<file path="src/rtl/dawson64_if_pkg.sv">
// Shared definitions for the Dawson FPU adapter.
//   DW      : operand/result width (IEEE-754 double).
//   state_e : adapter sequencing states.
package dawson_pkg;

    localparam int DW = 64;

    typedef enum logic [2:0] {
        ST_IDLE   = 3'd0,
        ST_SEND_A = 3'd1,
        ST_SEND_B = 3'd2,
        ST_WAIT_Z = 3'd3,
        ST_DONE   = 3'd4
    } state_e;

endpackage

</file>
<file path="src/rtl/dawson64_if.sv">
// dawson64_if: adapts a single-cycle request/ready pulse interface to the
// strobe/ack handshake of a Dawson-style FPU (adder, multiplier, divider).
// The FPU lives next to this block; only its handshake is driven from here.
//
// Ports:
//   clock, reset_n           : system clock, async active-low reset
//   a, b, ready_in           : operands, captured on the ready_in pulse
//   out, ready_out           : result register and one-cycle completion pulse
//   clk, rst                 : FPU clock (= clock) and sync reset (= ~reset_n)
//   input_a/_stb/_ack        : operand A transfer to the FPU
//   input_b/_stb/_ack        : operand B transfer to the FPU
//   output_z/_stb/_ack       : result transfer from the FPU
module dawson64_if
    import dawson_pkg::*;
(
    input  logic          clock,
    input  logic          reset_n,
    input  logic [DW-1:0] a,
    input  logic [DW-1:0] b,
    input  logic          ready_in,
    output logic [DW-1:0] out,
    output logic          ready_out,
    output logic          clk,
    output logic          rst,
    output logic [DW-1:0] input_a,
    output logic          input_a_stb,
    input  logic          input_a_ack,
    output logic [DW-1:0] input_b,
    output logic          input_b_stb,
    input  logic          input_b_ack,
    input  logic [DW-1:0] output_z,
    input  logic          output_z_stb,
    output logic          output_z_ack
);

    state_e        state_q, state_d;
    logic [DW-1:0] a_q, a_d;
    logic [DW-1:0] b_q, b_d;
    logic [DW-1:0] out_q, out_d;
    logic          a_stb_q, a_stb_d;
    logic          b_stb_q, b_stb_d;
    logic          z_ack_q, z_ack_d;
    logic          ready_out_q, ready_out_d;

    // The FPU shares our clock and is held in reset for as long as we are.
    assign clk = clock;
    assign rst = ~reset_n;

    // Handshake outputs are registered and computed alongside the next
    // state, so each strobe/ack is high exactly while in its own state.
    always_comb begin
        state_d     = state_q;
        a_d         = a_q;
        b_d         = b_q;
        out_d       = out_q;
        a_stb_d     = 1'b0;
        b_stb_d     = 1'b0;
        z_ack_d     = 1'b0;
        ready_out_d = 1'b0;

        case (state_q)
            ST_IDLE: begin
                if (ready_in) begin
                    // Operands need not stay stable after the request cycle.
                    a_d     = a;
                    b_d     = b;
                    a_stb_d = 1'b1;
                    state_d = ST_SEND_A;
                end
            end
            ST_SEND_A: begin
                if (a_stb_q && input_a_ack) begin
                    b_stb_d = 1'b1;
                    state_d = ST_SEND_B;
                end else begin
                    a_stb_d = 1'b1;
                end
            end
            ST_SEND_B: begin
                if (b_stb_q && input_b_ack) begin
                    z_ack_d = 1'b1;
                    state_d = ST_WAIT_Z;
                end else begin
                    b_stb_d = 1'b1;
                end
            end
            ST_WAIT_Z: begin
                // No timeout: the FPU is trusted to eventually respond.
                if (z_ack_q && output_z_stb) begin
                    out_d       = output_z;
                    ready_out_d = 1'b1;
                    state_d     = ST_DONE;
                end else begin
                    z_ack_d = 1'b1;
                end
            end
            ST_DONE: begin
                state_d = ST_IDLE;
            end
            default: begin
                state_d = ST_IDLE;
            end
        endcase
    end

    always_ff @(posedge clock or negedge reset_n) begin
        if (!reset_n) begin
            state_q     <= ST_IDLE;
            a_q         <= '0;
            b_q         <= '0;
            out_q       <= '0;
            a_stb_q     <= 1'b0;
            b_stb_q     <= 1'b0;
            z_ack_q     <= 1'b0;
            ready_out_q <= 1'b0;
        end else begin
            state_q     <= state_d;
            a_q         <= a_d;
            b_q         <= b_d;
            out_q       <= out_d;
            a_stb_q     <= a_stb_d;
            b_stb_q     <= b_stb_d;
            z_ack_q     <= z_ack_d;
            ready_out_q <= ready_out_d;
        end
    end

    assign out          = out_q;
    assign ready_out    = ready_out_q;
    assign input_a      = a_q;
    assign input_b      = b_q;
    assign input_a_stb  = a_stb_q;
    assign input_b_stb  = b_stb_q;
    assign output_z_ack = z_ack_q;

endmodule

</file>
<file path="config.mk">
export PLATFORM = sky130hd
export DESIGN_NAME = dawson64_if
export DESIGN_NICKNAME = d
export VERILOG_FILES = /design/src/rtl/dawson64_if_pkg.sv /design/src/rtl/dawson64_if.sv
export SDC_FILE = /design/constraint.sdc
export NUM_CORES = 1
export LEC_CHECK = 0
export ABC_CLOCK_PERIOD_IN_PS = 2950
export BUFFER_PORTS_ARGS = -buffer_cell sky130_fd_sc_hd__buf_2
export CORE_AREA = 2 2 154 156
export CTS_BUF_LIST = sky130_fd_sc_hd__clkbuf_8 sky130_fd_sc_hd__clkbuf_16
export DETAILED_ROUTE_END_ITERATION = 8
export DIE_AREA = 0 0 156 158
export SETUP_SLACK_MARGIN = 0.3
export SLEW_MARGIN = 10
export SYNTH_ARGS = -nofsm -noshare
export SYNTH_HDL_FRONTEND = slang
export SYNTH_SLANG_ARGS = --single-unit
</file>
<file path="constraint.sdc">
create_clock -name clock -period 2.95 [get_ports clock]
set_input_delay 0.59 -clock clock [delete_from_list [all_inputs] [get_ports clock]]
set_output_delay 0.59 -clock clock [all_outputs]
set_load 0.05 [all_outputs]
</file>
# Word level (Yosys, flattened, before mapping)
# Cells that the tools add are included.
# word_totals
register_bits	199
input_bits	198
out_inout_bits	198
wordCells	39
# op_classes
n_eq_ne	7
n_mux	16
n_bitwise	1
n_reduce_logical	7
# ops
op	n
$mux 3	4
$pmux 3 s4	1
$mux 1	8
$ne 2x2->1 const B	4
$eq 3x2->1 const B	2
$pmux 1 s2	3
$reduce_and 2->1	2
$reduce_and 4->1	1
$eq 3x1->1 const B	1
$logic_and 1x1->1	3
$logic_not 3->1	1
$not 1->1	1

# Logic depth before layout (Yosys ltp)
# depth
word_depth	3
ltp_mapped	6
ltp_nobuf	3

==> impl_metrics.py <==
metrics = {
    "global_routing": {
        "grt_pass1_vias": 5312,
        "track_usage_pct": 15.1,
        "grt_max_degree": 99,
        "gr-usage-met1_pct": 16.9,
        "grt_use_met2_pct": 25.3,
        "antenna_found_initial": 1,
        "grt_pass1_wl_um": 28300,
        "grt_remaining_overflow": 0,
        "met3_usage_pct": 6.30,
        "grt-busiest-layer": "met2",
    },
    "finish": {
        "nNetsFinal": 1039,
        "stdcell_area_mm2": 0.0106,
        "areaGrowthSynthToFinish_pct": 35.6,
        "final_layout_size_suffix_gt1_share_pct": 74.0,
    },
    "setup_path": {
        "crit_fanout": 2,
        "startpoint_type": "clock port",
        "r2r_setup_slack_ps": 1080,
        "crit_type": "clk -> out",
        "cp.arrival_ps": 1930,
        "cp-end-kind": "output pin",
        "cp.required_ps": 2360,
    },
    "timing": {
        "hold_ws_ps": 275,
        "tns_ps": 0,
        "finClkSkew_ps": 13.8,
        "setup_viol": 0,
        "hold_viol": 0,
        "drv_slew": 0,
        "tightest_slew_ps": 607,
        "rsz0062_at_grt": "no",
        "slew_headroom_pct": 59.5,
    },
    "synthesis": {
        "syn_nets": 637,
        "synth_largest_area_cell": "dfrtp_1",
        "async_reset_ff_share_pct": 100,
        "synthCells": 439,
        "avgSynthCellArea_um2": 17.7,
        "netlist_area_mm2": 0.00779,
        "synthDistinctLibCells": 22,
        "ys_seq_elements": 199,
        "synth.area.top_cells": "dfrtp_1 64%, mux2_2 21%, mux2_4 9.4%, buf_12 1.8%, buf_6 1.6%",
        "ys_warn_count": 0,
        "ys_seq_area_share_pct": 63.9,
        "synth-edff-count": 0,
        "synth_top_cell_area_share_pct": 63.9,
        "synth_top_flop_cell": "dfrtp_1",
    },
    "floorplanning": {
        "die-area_mm2": 0.0246,
        "die_w_um": 156,
        "die_h_um": 158,
        "start_util_pct": 33.8,
        "core_area_mm2": 0.0231,
        "ios": 396,
        "rows": 56,
    },
    "routing": {
        "vias": 5126,
        "firstDrtPassIters": 4,
        "wire_per_inst_um": 16.4,
        "antenna_left": 0,
        "route.detailed.drc": 0,
        "vias_per_cell": 4.49,
        "drtIter0Drc": 212,
        "drt_wl_total_um": 18700,
    },
    "placed_design": {
        "port-buffer-count": 395,
        "hpwlAfterDp_um": 13600,
        "place_area_mm2": 0.00993,
        "routabilityCongestion": 0.736,
    },
    "hold_path": {
        "hold_path.class": "in -> reg",
    },
    "clock_tree": {
        "cts_tree": "built",
        "clk_latency_ps": 540,
        "path_clk_slew_ps": 80,
    },
    "outcome": {
        "status": "complete, no violations",
    },
    "run": {
        "drv_cap": 0,
    },
}
final timing paths:
kind / from / end / cells after the start
max: clock / clk / 3
min: output_z[54] / out[54]$_DFFE_PN0P_ / 2
max reg2reg: state_q[0]$_DFFE_PN0P_ / out[0]$_DFFE_PN0P_ / 4
min reg2reg: input_a[3]$_DFFE_PN0P_ / input_a[3]$_DFFE_PN0P_ / 1
max in group asynchronous: reset_n / input_b[23]$_DFFE_PN0P_ / 3
min in group asynchronous: reset_n / input_b[8]$_DFFE_PN0P_ / 2
cell type report:
type	count	area, um2
diodes	1	2.50
clock buffers	21	505
clock inverters	12	115
fillers	2124	12500
inverters	2	7.51
multi-input cells	215	2490
flip-flops and latches	199	4980
well taps	290	363
repair buffers	402	2090
flip-flops by register name, indices dropped and copies added (netlist names):
signal        count
input_b          64
state_q           3
out              64
input_a_stb       1
input_a          64
input_b_stb       1
output_z_ack      1
ready_out         1
synthesized netlist by cell type (2+ instances only):
| master | number |
|---|---|
| dfrtp_1 | 199 |
| mux2_2 | 143 |
| mux2_4 | 49 |
| buf_6 | 11 |
| buf_12 | 7 |
| a21oi_1 | 4 |
| nand2_1 | 4 |
| buf_4 | 3 |
| inv_1 | 2 |
| nand3_1 | 2 |
| nand3b_1 | 2 |
| nor2_1 | 2 |
| o21ai_0 | 2 |
what timing repair did:
item / in CTS / in global routing
buffers inserted: 0 / 0
resized for setup: 0 / 0
endpoints found under the hold margin: 12 / 0
hold buffers: 1 / 0
critical path, stage by stage:
cell and delay (ps):
clkbuf_16 120, clkbuf_16 120, buf_2 200
metrics by stage:
stage,setup WS [ps],std cells,util [%]
5_1_grt,421,1141,45.8
2_1_floorplan,718,439,-
6_report,432,1142,45.8
3_3_place_gp,697,1108,43.1
4_1_cts,426,1141,45.8
3_5_place_dp,697,1108,43.1
per-layer routing:
metal	wire (um)	part of all wire, %	vias up
met5	0	0	-
met2	9280	50	247
met3	1710	9.1	27
met1	7280	39	2500
met4	447	2.4	0
li1	-	-	2352
cells in the final DEF, fill, tap and decap left out:
cell,netlist,routed
a21oi_1,4,4
o21ai_0,2,2
buf_12,7,4
buf_4,3,3
nand2_1,4,4
nand3b_1,2,2
inv_1,2,2
dfrtp_1,199,199
clkbuf_16,0,20
or2_2,1,1
nor2_1,2,2
buf_2,1,394
nor4b_4,1,1
dlygate4sd3_1,0,1
clkbuf_8,0,1
diode_2,0,1
nand3_1,2,2
inv_8,0,4
mux2_4,49,49
mux2_2,143,143
a31oi_1,1,1
inv_6,0,1
a221oi_1,1,1
nand4_1,1,1
clkinv_4,0,7
nor2_4,1,1
nand2b_2,1,1
kinds of logic (layout without fill, tap and decap cells):
kind of cell	Yosys count	count (layout)	share of synthesized area, %
mux	192	192	30.1
simple gates	15	15	1.33
other cells	0	1	0
compound gates	8	8	0.578
flops	199	199	63.9
buf+inv	25	437	4.03
Power is left out: the tool's default activity adds up to more than one toggle a clock period on the data nets, which glitch-free logic cannot reach.
